### src/rtl/elevator_pkg.sv
// Shared types and defaults for the elevator motion controller.
package elevator_pkg;

    typedef enum logic [1:0] {
        IDLE   = 2'd0,
        MOVING = 2'd1,
        DOOR   = 2'd2,
        SOS    = 2'd3
    } state_t;

    localparam logic DIR_UP   = 1'b1;
    localparam logic DIR_DOWN = 1'b0;

    localparam int unsigned DEFAULT_NUM_FLOORS = 8;
    localparam int unsigned DEFAULT_FLOOR_W    = 3;

endpackage

### src/rtl/call_register.sv
// Pending-call bitmap with set/clear ports and above/below reductions
// relative to the car's current floor.
module call_register
    import elevator_pkg::*;
#(
    parameter int unsigned NUM_FLOORS = DEFAULT_NUM_FLOORS,
    parameter int unsigned FLOOR_W    = DEFAULT_FLOOR_W
) (
    input  logic                  clk,
    input  logic                  rst_n,
    input  logic                  clear_all,
    input  logic                  set_en,
    input  logic [FLOOR_W-1:0]    set_floor,
    input  logic                  clr_en,
    input  logic [FLOOR_W-1:0]    clr_floor,
    input  logic [FLOOR_W-1:0]    current_floor,
    output logic [NUM_FLOORS-1:0] pending,
    output logic                  any_above,
    output logic                  any_below
);

    logic [NUM_FLOORS-1:0] pending_next;

    // Next bitmap: a clear for the same floor beats a set (the floor is being served).
    always_comb begin
        pending_next = pending;
        for (int unsigned i = 0; i < NUM_FLOORS; i++) begin
            if (clr_en && clr_floor == FLOOR_W'(i)) begin
                pending_next[i] = 1'b0;
            end else if (set_en && set_floor == FLOOR_W'(i)) begin
                pending_next[i] = 1'b1;
            end
        end
        if (clear_all) begin
            pending_next = '0;
        end
    end

    // Bitmap register.
    always_ff @(posedge clk or negedge rst_n) begin
        if (!rst_n) begin
            pending <= '0;
        end else begin
            pending <= pending_next;
        end
    end

    // Any call strictly above / strictly below the current floor.
    always_comb begin
        any_above = 1'b0;
        any_below = 1'b0;
        for (int unsigned i = 0; i < NUM_FLOORS; i++) begin
            if (pending[i] && FLOOR_W'(i) > current_floor) any_above = 1'b1;
            if (pending[i] && FLOOR_W'(i) < current_floor) any_below = 1'b1;
        end
    end

endmodule

### src/rtl/elevator_motion_ctrl.sv
// Elevator car motion FSM: serves pending calls one floor at a time,
// opens the door at served floors, and halts while sos_mode is high.
module elevator_motion_ctrl
    import elevator_pkg::*;
#(
    parameter int unsigned NUM_FLOORS    = DEFAULT_NUM_FLOORS,
    parameter int unsigned FLOOR_W       = DEFAULT_FLOOR_W,
    parameter int unsigned TRAVEL_CYCLES = 4,
    parameter int unsigned DOOR_CYCLES   = 6
) (
    input  logic                  clk,
    input  logic                  rst_n,
    input  logic                  sos_mode,
    input  logic                  call_valid,
    input  logic [FLOOR_W-1:0]    call_floor,
    output logic [FLOOR_W-1:0]    current_floor,
    output logic                  moving,
    output logic                  dir_up,
    output logic                  door_open,
    output logic                  halted,
    output logic [NUM_FLOORS-1:0] pending
);

    localparam int unsigned TW = $clog2(TRAVEL_CYCLES + 1);
    localparam int unsigned DW = $clog2(DOOR_CYCLES + 1);

    state_t               state;
    logic [TW-1:0]        travel_cnt;
    logic [DW-1:0]        door_cnt;
    logic                 any_above;
    logic                 any_below;
    logic                 call_ok;
    logic                 door_restart;
    logic                 travel_done;
    logic                 at_top;
    logic                 at_bottom;
    logic [FLOOR_W-1:0]   next_floor;
    logic                 next_pending;
    logic                 clr_en;
    logic [FLOOR_W-1:0]   clr_floor;
    logic                 clear_all;

    // Call qualification, door restart and next-floor lookahead.
    always_comb begin
        call_ok      = call_valid && (32'(call_floor) < NUM_FLOORS) && (state != SOS) && !sos_mode;
        door_restart = call_ok && (state == DOOR) && (call_floor == current_floor);
        travel_done  = (travel_cnt == TW'(TRAVEL_CYCLES - 1));
        at_top       = (current_floor == FLOOR_W'(NUM_FLOORS - 1));
        at_bottom    = (current_floor == '0);
        next_floor   = current_floor;
        if (dir_up == DIR_UP && !at_top) begin
            next_floor = current_floor + 1'b1;
        end else if (dir_up == DIR_DOWN && !at_bottom) begin
            next_floor = current_floor - 1'b1;
        end
        next_pending = pending[next_floor];
        clear_all    = sos_mode || (state == SOS);
        clr_en       = 1'b0;
        clr_floor    = current_floor;
        if (state == IDLE && pending[current_floor]) begin
            clr_en = 1'b1;
        end else if (state == MOVING && travel_done && next_pending) begin
            clr_en    = 1'b1;
            clr_floor = next_floor;
        end
    end

    call_register #(
        .NUM_FLOORS (NUM_FLOORS),
        .FLOOR_W    (FLOOR_W)
    ) u_calls (
        .clk           (clk),
        .rst_n         (rst_n),
        .clear_all     (clear_all),
        .set_en        (call_ok && !door_restart),
        .set_floor     (call_floor),
        .clr_en        (clr_en),
        .clr_floor     (clr_floor),
        .current_floor (current_floor),
        .pending       (pending),
        .any_above     (any_above),
        .any_below     (any_below)
    );

    // Main FSM with registered outputs and both counters; sos_mode overrides all.
    always_ff @(posedge clk or negedge rst_n) begin
        if (!rst_n) begin
            state         <= IDLE;
            current_floor <= '0;
            moving        <= 1'b0;
            dir_up        <= DIR_UP;
            door_open     <= 1'b0;
            halted        <= 1'b0;
            travel_cnt    <= '0;
            door_cnt      <= '0;
        end else if (sos_mode) begin
            state      <= SOS;
            moving     <= 1'b0;
            door_open  <= 1'b0;
            halted     <= 1'b1;
            travel_cnt <= '0;
            door_cnt   <= '0;
        end else begin
            case (state)
                SOS: begin
                    state  <= IDLE;
                    halted <= 1'b0;
                end
                IDLE: begin
                    if (pending[current_floor]) begin
                        state     <= DOOR;
                        door_open <= 1'b1;
                        door_cnt  <= '0;
                    end else if ((dir_up == DIR_UP && any_above) || (dir_up == DIR_DOWN && any_below)) begin
                        state      <= MOVING;
                        moving     <= 1'b1;
                        travel_cnt <= '0;
                    end else if (any_above || any_below) begin
                        dir_up     <= (dir_up == DIR_UP) ? DIR_DOWN : DIR_UP;
                        state      <= MOVING;
                        moving     <= 1'b1;
                        travel_cnt <= '0;
                    end
                end
                MOVING: begin
                    if (travel_done) begin
                        travel_cnt    <= '0;
                        current_floor <= next_floor;
                        // next_floor's bit is clear in the else branches, so the
                        // current-floor reductions equal "beyond the new floor".
                        if (next_pending) begin
                            state     <= DOOR;
                            moving    <= 1'b0;
                            door_open <= 1'b1;
                            door_cnt  <= '0;
                        end else if ((dir_up == DIR_UP) ? any_above : any_below) begin
                            state <= MOVING;
                        end else begin
                            state  <= IDLE;
                            moving <= 1'b0;
                        end
                    end else begin
                        travel_cnt <= travel_cnt + 1'b1;
                    end
                end
                DOOR: begin
                    if (door_restart) begin
                        door_cnt <= '0;
                    end else if (door_cnt == DW'(DOOR_CYCLES - 1)) begin
                        state     <= IDLE;
                        door_open <= 1'b0;
                        door_cnt  <= '0;
                    end else begin
                        door_cnt <= door_cnt + 1'b1;
                    end
                end
                default: state <= IDLE;
            endcase
        end
    end

endmodule

### config.mk
export PLATFORM = sky130hd
export DESIGN_NAME = elevator_motion_ctrl
export DESIGN_NICKNAME = d
export VERILOG_FILES = /design/src/rtl/elevator_pkg.sv /design/src/rtl/call_register.sv /design/src/rtl/elevator_motion_ctrl.sv
export SDC_FILE = /design/constraint.sdc
export NUM_CORES = 1
export LEC_CHECK = 0
export ABC_AREA = 1
export BUFFER_PORTS_ARGS = -buffer_cell sky130_fd_sc_hd__buf_2
export CAP_MARGIN = 20
export CORE_UTILIZATION = 30
export DETAILED_ROUTE_END_ITERATION = 16
export HOLD_SLACK_MARGIN = 0.12
export SLEW_MARGIN = 20
export SYNTH_ARGS = -nofsm -noshare
export SYNTH_HDL_FRONTEND = slang
export SYNTH_SLANG_ARGS = --single-unit
### constraint.sdc
create_clock -name clk -period 4.5 [get_ports clk]
set_clock_uncertainty 0.05 [all_clocks]
set_input_delay 1.35 -clock clk [delete_from_list [all_inputs] [get_ports clk]]
set_output_delay 1.35 -clock clk [all_outputs]
set_load 0.02 [all_outputs]
==> summary.txt, run 1 <==
Drt
  • Antenna-violating nets left: 0
  • Drt pass-1 iters: 4
  • Total vias in the final route: 1,944
  • Average vias per placed instance: 5.01
  • Total Wirelength: 5.06 mm
  • Post-DR wirelength/cell: 13.0 µm
  • 1st-iter DRT viols: 239
  • Post-route DRC: 0

Worst hold path
  • Hold WC Path Type: reg2reg

Global route
  • Vias in the first global route: 1,815
  • Total grt overflow: 0
  • First-pass GRT wire length: 8.65 mm
  • Initial antenna violation count: 0
  • Overall routing resource usage: 17.0%
  • Largest net degree at the start of global routing: 24

Critical path
  • CP required: 4.61 ns
  • Critical-path cell list: ha_1, ha_1, inv_1, nand2_1, nand3_2, nand2_4, nand2_1, nand3_1, nand3_1, nand2_1, nand2_2, nand2_1, nand3_2, nor2_1, nor2_1
  • Worst setup SP type: flop
  • Kind of end point of the critical path: flop
  • Crit path DAT: 3.02 ns
  • CP max FO: 14
  • WP buf/inv: 1
  • Critical path's top delay family: simple AND/OR/NAND/NOR gates
  • Slowest stage delay, CP: 0.64 ns
  • Critical path's slowest cell: dfrtp_1
  • Cell mode on critical path: nand2_1
  • Kind of critical path: reg2reg

Clock network
  • Clk Latency, worst-skew pair: 0.27 ns
  • Post-CTS repair timing setup buffer count: 0
  • Clock transition at path regs: 0.09 ns
  • Num CTS Buffers: 3
  • CTS Buffer Depth: 2
  • Clock Tree Root: clkbuf_8
  • Sink Count: 23
  • Max H-tree Level: 1
  • CTS tree: done
  • CTS Hold Bufs: 0
  • Post-CTS resize count: 0

Floorplan
  • Die height: 81.4 µm
  • Initial core utilization: 31.5%
  • Die Wd: 81.4 µm
  • Row count: 28
  • Die area: 6620 µm²
  • Core area: 5990 µm²
  • IO Pins: 22

Power
  • Comb power frac: 47.3%
  • Max rail drop VDD: 0.188 mV
  • Leakage: 1.07 nW
  • Clock power share: 16.2%
  • Pint: 0.428 mW
  • Net Sw Frac: 47.0%
  • Seq pwr share: 36.4%
  • Tot Pwr: 0.807 mW
  • P_sw: 0.380 mW
  • PwrDens: 384 nW/µm²

Yosys
  • Synth Cell Area: 1890 µm²
  • Synthesized instance count: 292
  • Register area share after synthesis: 30.5%
  • Syn_nets: 306
  • Post-synthesis register bit count: 23
  • Syn_area_per_cell: 6.47 µm²
  • Synth Warn #: 0
  • Synth cell types: 30

Timing
  • RSZ-0062 raised after global routing: no
  • Fmax: 345 MHz
  • Final setup fails: 0
  • Final worst-path cycle share: 64.5%
  • Min Clock Period, post-route: 2.90 ns
  • Least-Margin Pin Slew: 0.596 ns
  • Fin. Hold Viols: 0
  • Setup TNS: 0 ns
  • Slew Viols, Final: 0
  • Max-slew headroom: 60.2%

Placed design
  • Port-buffer cells: 21
  • Routability congestion estimate: 0.907
  • Detailed Place HPWL: 3.79 mm
  • Placed cell area: 2060 µm²

Finish
  • Number of diodes: 0
  • P&R area growth vs syn: 11.4%
  • Final Instance Area: 2100 µm²
  • Most frequent cells in the layout: 90 x nand2_1, 38 x nor2_1, 30 x nand3_1
  • Commonest non-fill, non-tap cell in the layout: nand2_1
  • Final nets: 328
  • Layout cell share with drive strength beyond 1: 14.7%

Run status
  • Status: complete, no violations

Run
  • Max cap viols: 0
[worst register-to-register path, cell delays in order, from the launching register on]
cell and delay (ns):
dfrtp_1 0.64, ha_1 0.24, ha_1 0.14, inv_1 0.06, nand2_1 0.24, nand3_2 0.19
nand2_4 0.14, nand2_1 0.06, nand3_1 0.08, nand3_1 0.07, nand2_1 0.27, nand2_2 0.16
nand2_1 0.15, nand3_2 0.11, nor2_1 0.15, nor2_1 0.06
[layer usage]
layer | share of wire [%] | vias to the layer above | track usage [%] | routed length [µm]
met1 | 50 | 897 | 23.8 | 2530
met3 | 5.2 | 5 | 3.03 | 264
met2 | 44 | 47 | 26.7 | 2240
met5 | 0 | - | 0 | 0
met4 | 0.45 | 0 | 4.46 | 23
li1 | - | 995 | - | -
[per-stage QoR]
step	worst slack (ns)	cells	hold WS (ns)	utilization, %
2_1_floorplan	1.78	292	0.396	-
3_3_place_gp	1.34	384	0.402	34.4
3_5_place_dp	1.41	384	0.405	34.4
4_1_cts	1.60	388	0.425	35.1
5_1_grt	1.24	388	0.442	35.1
6_report	1.60	388	0.417	35.1
[synthesized netlist by cell type]
cell type  number  area (µm²)
nand2_1        90         338
nor2_1         38         143
nand3_1        30         150
inv_1          26        97.6
dfrtp_1        22         551
o21ai_0        17        85.1
a21oi_1        12        60.1
ha_1            7        87.6
nand3_2         5        50.1
nor4_1          5        31.3
nand2_4         4        45.0
nand4_1         4        25.0
nor3_1          4        20.0
a22oi_1         3        22.5
inv_2           3        11.3
nand2_2         3        18.8
o21ai_1         3        15.0
a21oi_2         2        17.5
buf_2           2        10.0
buf_6           2        22.5
clkbuf_1        1        3.75
dfstp_2         1        26.3
nor2_2          1        6.26
nor3_2          1        10.0
o211ai_1        1        7.51
o21bai_1        1        7.51
o22ai_1         1        6.26
or2_1           1        6.26
or2_2           1        6.26
xnor2_1         1        8.76
[worst paths after layout]
path                       cells past startpoint  slack (ns)            endpoint             start
hold reg to reg                                2        0.42           door_open         door_open
setup / recovery                              15        1.60  u_calls.pending[4]  current_floor[1]
max in group asynchronous                      1        3.03              dir_up             rst_n
setup reg to reg                              15        1.60  u_calls.pending[4]  current_floor[1]
min in group asynchronous                      1        1.01         door_cnt[1]             rst_n
hold / removal                                 2        0.42           door_open         door_open
[kinds of logic after synthesis]
logic type	synth area share, %
buffers and inverters	7.68
adders and majority gates	4.64
xor gates and xnor gates	0.464
and+or+nand+nor	45.0
AOI/OAI and AO/OA	11.7
DFF	30.5
[sequential cells by signal, indices dropped and copies added, names as in the netlist]
signal and flops:
current_floor 3, door_open 1, halted 1, travel_cnt 3, moving 1, dir_up 1
u_calls.pending 8, state 2, door_cnt 3
[final cells by class]
| class | instances | area, µm² |
|---|---|---|
| repair buffers | 22 | 113 |
| well taps | 75 | 93.8 |
| multi-input cells | 235 | 1170 |
| flip-flops and latches | 23 | 577 |
| clock buffers | 4 | 45.0 |
| inverters | 29 | 109 |
| fillers | 658 | 3890 |
[power groups by stage]
stage / Sequential [mW] / Clock [mW] / Combinational [mW]
after floorplan: 0.302 / 0 / 0.299
after global placement: 0.297 / 0 / 0.382
final: 0.294 / 0.131 / 0.382
after detailed placement: 0.298 / 0 / 0.382
after global routing: 0.300 / 0.144 / 0.445
after CTS: 0.294 / 0.135 / 0.383
Note: power is estimated with default switching activity, not from simulation.
==> run 2, diff against run 1 <==
==> constraint.sdc (replaced) <==
create_clock -name clk -period 2.9 [get_ports clk]
set_clock_uncertainty 0.05 [all_clocks]
set_input_delay 0.87 -clock clk [delete_from_list [all_inputs] [get_ports clk]]
set_output_delay 0.87 -clock clk [all_outputs]
set_load 0.02 [all_outputs]
==> summary.txt, run 2 (same netlist as run 1, synthesis figures left out) <==
Run status
  • Status: complete, no violations

Drt
  • Post-route DRC: 0 (unchanged)
  • 1st-iter DRT viols: 145 (-39%)
  • Drt pass-1 iters: 4 (unchanged)
  • Average vias per placed instance: 5.04 (+0.51%)
  • Antenna-violating nets left: 0 (unchanged)
  • Total vias in the final route: 1,974 (+1.5%)
  • Total Wirelength: 5.18 mm (+2.4%)
  • Post-DR wirelength/cell: 13.2 µm (+1.3%)

Global route
  • Busiest layer in global routing: met2
  • Largest net degree at the start of global routing: 24 (unchanged)
  • Vias in the first global route: 1,822 (+0.39%)
  • First-pass GRT wire length: 8.78 mm (+1.6%)
  • Overall routing resource usage: 17.5% (+0.49 points)
  • Met1 Use GR: 24.9% (+1.1 points)
  • Total grt overflow: 0 (unchanged)
  • Met2 Track Usage GR: 27.6% (+0.92 points)
  • Met3 Use GR: 2.13% (-0.90 points)
  • Initial antenna violation count: 0 (unchanged)

Power
  • Net Sw Frac: 47.0% (about the same)
  • Tot Pwr: 1.29 mW (+60%)
  • Comb power frac: 48.5% (+1.2 points)
  • Clock power share: 16.5% (+0.3 points)
  • PwrDens: 604 nW/µm² (+58%)
  • Max rail drop VDD: 0.245 mV (+31%)
  • Seq pwr share: 35.1% (-1.3 points)
  • Pint: 0.685 mW (+60%)
  • Leakage: 1.09 nW (+2.3%)
  • P_sw: 0.608 mW (+60%)

Critical path
  • Kind of end point of the critical path: flop
  • Critical path's top delay family: simple AND/OR/NAND/NOR gates
  • Worst reg-to-reg setup slack: 0.30 ns (-1.29 ns)
  • Worst setup SP type: flop
  • R2R cell count: 16 (+1)
  • CP required: 3.03 ns (-1.58 ns)
  • Critical-path cell list: inv_1, ha_1, nand2_4, nand2_4, nand3_2, nand2_4, nand2_1, nand3_1, nand3_1, nand2_1, buf_4, nand3_1, nand2_1, nand2_1, nor2_1, nor2_1
  • Terminus of the critical flop-to-flop path: u_calls.pending[5]
  • CP max FO: 9 (-5)
  • WP buf/inv: 2 (+1)
  • Cell mode on critical path: nand2_1
  • R2r startpoint: current_floor[1]
  • Kind of critical path: reg2reg
  • Critical path's slowest cell: dfrtp_1
  • Slowest stage delay, CP: 0.49 ns (-0.15 ns)
  • Crit path DAT: 2.72 ns (-0.30 ns)

Finish
  • Register area: 577 µm² (unchanged)
  • Post-layout util: 35.7% (+0.56 points)
  • Number of diodes: 0 (unchanged)
  • P&R area growth vs syn: 13.2%
  • Final Instance Area: 2140 µm² (+1.6%)
  • Most frequent cells in the layout: 89 x nand2_1, 38 x nor2_1, 30 x nand3_1
  • Commonest non-fill, non-tap cell in the layout: nand2_1
  • Final std cells w/o fill: 392 (+1.0%)
  • Top reg by flops: u_calls.pending
  • Area of the multi-input gates: 1170 µm² (+0.21%)
  • Layout cell share with drive strength beyond 1: 16.4% (+1.7 points)
  • Final nets: 332 (+1.2%)
  • Max reg flops: 8 (unchanged)
  • Fillcell total: 669 (+1.7%)

Placed design
  • Routability congestion estimate: 0.908 (about the same)
  • Pre-CTS setup slack: 0.265 ns (-1.15 ns)
  • Number of instances in the placed design: 388 (+1.0%)
  • Detailed Place HPWL: 4.02 mm (+6.0%)
  • Port-buffer cells: 21 (unchanged)
  • Placed cell area: 2090 µm² (+1.5%)

Clock network
  • Max H-tree Level: 1 (unchanged)
  • Clock transition at path regs: 0.09 ns (about the same)
  • CTS Buffer Depth: 2 (unchanged)
  • CTS tree: done
  • Sink Count: 23 (unchanged)
  • CTS Hold Bufs: 0 (unchanged)
  • Clk Latency, worst-skew pair: 0.28 ns (about the same)
  • Clock Tree Root: clkbuf_8
  • Num CTS Buffers: 3 (unchanged)

Worst hold path
  • Min-delay src: door_open
  • WHS Endpoint: door_open
  • Hold WC Path Type: reg2reg
  • Hold depth: 2 (unchanged)

Timing
  • Final worst-path cycle share: 89.5% (+25 points)
  • Max-slew headroom: 63.7% (+3.5 points)
  • Final setup fails: 0 (unchanged)
  • Worst setup margin: 0.305 ns (-1.29 ns)
  • Fin. Hold Viols: 0 (unchanged)
  • Worst Hold Slack: 0.427 ns (+0.00937 ns)
  • Slew Viols, Final: 0 (unchanged)
  • Setup TNS: 0 ns (unchanged)
  • Least-Margin Pin Slew: 0.544 ns (-0.0519 ns)
  • Min Clock Period, post-route: 2.60 ns (-0.307 ns)
  • RSZ-0062 raised after global routing: no
  • Fmax: 385 MHz (+12%)

Floorplan
  • Die Wd: 81.4 µm (unchanged)
  • IO Pins: 22 (unchanged)
  • Initial core utilization: 31.5% (unchanged)
  • Row count: 28 (unchanged)
  • Die height: 81.4 µm (unchanged)
  • Core area: 5990 µm² (unchanged)
  • Die area: 6620 µm² (unchanged)

Run
  • Max cap viols: 0 (unchanged)
==> run 2: cell count changes in the layout (fill, tap and decap cells not counted), sizes merged <==
| cell | change |
|---|---|
| buf | +4 |
| clkbuf | -1 |
| clkinv | +1 |
==> run 2: worst reg2reg max path: stages (launching register included) <==
cell,delay [ns]
dfrtp_1,0.49
inv_1,0.24
ha_1,0.26
nand2_4,0.08
nand2_4,0.10
nand3_2,0.15
nand2_4,0.15
nand2_1,0.07
nand3_1,0.08
nand3_1,0.07
nand2_1,0.15
buf_4,0.17
nand3_1,0.08
nand2_1,0.11
nand2_1,0.07
nor2_1,0.13
nor2_1,0.06
==> run 2: power groups by stage <==
stage,sequential [mW],combinational [mW],clock (mW)
floorplan,0.469,0.463,0
global placement,0.456,0.622,0
detailed placement,0.457,0.625,0
CTS,0.451,0.627,0.222
global route,0.465,0.715,0.231
finish,0.453,0.626,0.213
==> run 2: per-layer routing <==
layer | vias to the layer above | routed length (µm) | share of wire [%]
li1 | 1007 | - | -
met1 | 899 | 2500 | 48
met2 | 63 | 2320 | 45
met3 | 5 | 302 | 5.8
met4 | 0 | 53 | 1.0
met5 | - | 0 | 0
==> run 2: how the worst max path moves through the flow <==
stage,endpoint,slack (ns),startpoint,cells after the start
6_report,u_calls.pending[5],0.30,current_floor[1],16
5_1_grt,u_calls.pending[3],0.05,current_floor[1],15
3_3_place_gp,u_calls.pending[5],0.26,current_floor[0],17
2_1_floorplan,u_calls.pending[3],0.53,current_floor[0],17
3_5_place_dp,u_calls.pending[5],0.26,current_floor[0],17
4_1_cts,u_calls.pending[5],0.24,current_floor[0],17
==> run 2: timing repair <==
action | in CTS | in global routing
resized for setup | 0 | 1
setup endpoints to repair | 0 | 2
setup buffers | 0 | 0
endpoints found under the hold margin | 0 | 0
==> run 2: final cells by class <==
type / count / share of cell area (%)
well taps: 75 / 4.39
flip-flops and latches: 23 / 27.0
clock inverters: 1 / 0.234
repair buffers: 26 / 6.67
multi-input cells: 235 / 54.7
clock buffers: 3 / 1.93
inverters: 29 / 5.09
==> run 3, diff against run 2 <==
--- a/config.mk
+++ b/config.mk
@@ -11,6 +11,7 @@
 export CORE_UTILIZATION = 30
 export DETAILED_ROUTE_END_ITERATION = 16
 export HOLD_SLACK_MARGIN = 0.12
+export PLACE_DENSITY = 0.48
 export SLEW_MARGIN = 20
 export SYNTH_ARGS = -nofsm -noshare
 export SYNTH_HDL_FRONTEND = slang
==> summary.txt, run 3 (same netlist as run 1, synthesis figures left out) <==
Critical path
  • CP max FO: 9 (unchanged)
  • Kind of end point of the critical path: flop
  • Worst setup SP type: flop
  • R2R cell count: 16 (unchanged)
  • Crit path DAT: 2.63 ns (-0.09 ns)
  • CP required: 3.00 ns (-0.03 ns)
  • Kind of critical path: reg2reg

Power
  • Max rail drop VDD: 0.351 mV (+43%)
  • PwrDens: 599 nW/µm² (-0.90%)
  • Leakage: 1.10 nW (+0.36%)

Timing
  • RSZ-0062 raised after global routing: no
  • Least-Margin Pin Slew: 0.532 ns (-0.0120 ns)
  • Final worst-path cycle share: 87.0% (-2.5 points)
  • Fin. Hold Viols: 0 (unchanged)
  • Slew Viols, Final: 0 (unchanged)
  • Fmax: 396 MHz (+2.8%)
  • Min Clock Period, post-route: 2.52 ns (-0.0719 ns)
  • Setup TNS: 0 ns (unchanged)
  • Final setup fails: 0 (unchanged)
  • Max-slew headroom: 64.5% (+0.80 points)

Finish
  • Commonest non-fill, non-tap cell in the layout: nand2_1
  • Number of diodes: 0 (unchanged)
  • Final nets: 333 (+0.30%)
  • P&R area growth vs syn: 13.4%
  • Final Instance Area: 2140 µm² (+0.23%)
  • Top reg by flops: u_calls.pending
  • Most frequent cells in the layout: 90 x nand2_1, 38 x nor2_1, 30 x nand3_1
  • Max reg flops: 8 (unchanged)
  • Layout cell share with drive strength beyond 1: 16.4% (-0.052 points)

Floorplan
  • Row count: 28 (unchanged)
  • Die Wd: 81.4 µm (unchanged)
  • Initial core utilization: 31.5% (unchanged)
  • Die area: 6620 µm² (unchanged)
  • IO Pins: 22 (unchanged)
  • Core area: 5990 µm² (unchanged)
  • Die height: 81.4 µm (unchanged)

Global route
  • Largest net degree at the start of global routing: 24 (unchanged)
  • Initial antenna violation count: 0 (unchanged)
  • Vias in the first global route: 1,868 (+2.5%)
  • First-pass GRT wire length: 8.85 mm (+0.79%)
  • Total grt overflow: 0 (unchanged)
  • Overall routing resource usage: 17.7% (+0.16 points)

Drt
  • Post-route DRC: 0 (unchanged)
  • 1st-iter DRT viols: 163 (+12%)
  • Average vias per placed instance: 5.03 (about the same)
  • Post-DR wirelength/cell: 13.6 µm (+2.9%)
  • Total vias in the final route: 1,978 (+0.20%)
  • Total Wirelength: 5.34 mm (+3.2%)
  • Antenna-violating nets left: 0 (unchanged)
  • Drt pass-1 iters: 4 (unchanged)

Placed design
  • Routability congestion estimate: 0.885 (-2.5%)
  • Port-buffer cells: 21 (unchanged)
  • Placed cell area: 2100 µm² (+0.36%)
  • Detailed Place HPWL: 4.15 mm (+3.2%)

Clock network
  • Clk Latency, worst-skew pair: 0.27 ns (about the same)
  • Sink Count: 23 (unchanged)
  • Post-CTS repair timing setup buffer count: 0 (unchanged)
  • Num CTS Buffers: 3 (unchanged)
  • Clock Tree Root: clkbuf_8
  • Clock transition at path regs: 0.09 ns (about the same)
  • CTS Buffer Depth: 2 (unchanged)
  • Post-CTS resize count: 0 (unchanged)
  • CTS Hold Bufs: 0 (unchanged)
  • Max H-tree Level: 1 (unchanged)
  • CTS tree: done

Worst hold path
  • Hold WC Path Type: reg2reg
  • Hold depth: 2 (unchanged)

Run
  • Max cap viols: 0 (unchanged)

Run status
  • Status: complete, no violations
-- run 3: cell types whose count changed in the layout (fill, tap and decap cells not counted) --
cell	before	now
buf_4	5	6
nand2_1	89	90
nand2_2	4	3
-- run 3: layer usage --
layer	vias up	wire (µm)	global-route usage [%]	part of all wire, %
li1	1012	-	-	-
met1	899	2610	23.7	49
met2	61	2410	29.7	45
met3	6	267	2.36	5.0
met4	0	58	4.29	1.1
met5	-	0	0	0
-- run 3: path summary, 6_finish.rpt --
kind                                  start            endpoint  slack (ns)
setup / recovery           current_floor[0]  u_calls.pending[4]        0.38
hold / removal                    door_open           door_open        0.42
setup reg to reg           current_floor[0]  u_calls.pending[4]        0.38
hold reg to reg                   door_open           door_open        0.42
max in group asynchronous             rst_n  u_calls.pending[2]        1.91
min in group asynchronous             rst_n              moving        0.52
-- run 3: metrics by stage --
step,cells,total power [mW],util [%],setup slack [ns],hold slack (ns)
6_report,393,1.28,35.8,0.377,0.421
5_1_grt,393,1.41,35.8,0.0511,0.446
4_1_cts,393,1.30,35.8,0.368,0.428
3_5_place_dp,389,1.09,35.0,0.399,0.404
3_3_place_gp,389,1.10,35.0,0.449,0.405
2_1_floorplan,292,0.932,-,0.532,0.396
-- run 3: cell type report --
class | count | area [µm²]
clock buffers | 3 | 41.3
clock inverters | 1 | 5.00
fillers | 653 | 3850
inverters | 29 | 109
multi-input cells | 235 | 1170
flip-flops and latches | 23 | 577
well taps | 75 | 93.8
repair buffers | 27 | 150
-- run 3: worst max-delay path, stage by stage, from the launching register on --
cell and delay [ns]:
dfrtp_1 0.41, ha_1 0.21, ha_1 0.17, inv_1 0.07, nand2_1 0.18, nand2_2 0.15
nand2_4 0.07, nand2_4 0.09, nand2_1 0.05, nand3_1 0.07, nand3_1 0.08, nand2_1 0.21
nand2_2 0.14, nand2_1 0.14, nand3_2 0.11, nor2_1 0.15, nor2_1 0.05
-- run 3: report_power, final --
part	internal, mW	leakage [nW]	total [mW]	switching [mW]
sequential	0.381	0.306	0.450	0.0693
combinational	0.206	0.764	0.633	0.427
clock	0.0959	0.0255	0.201	0.105
total	0.683	1.10	1.28	0.601
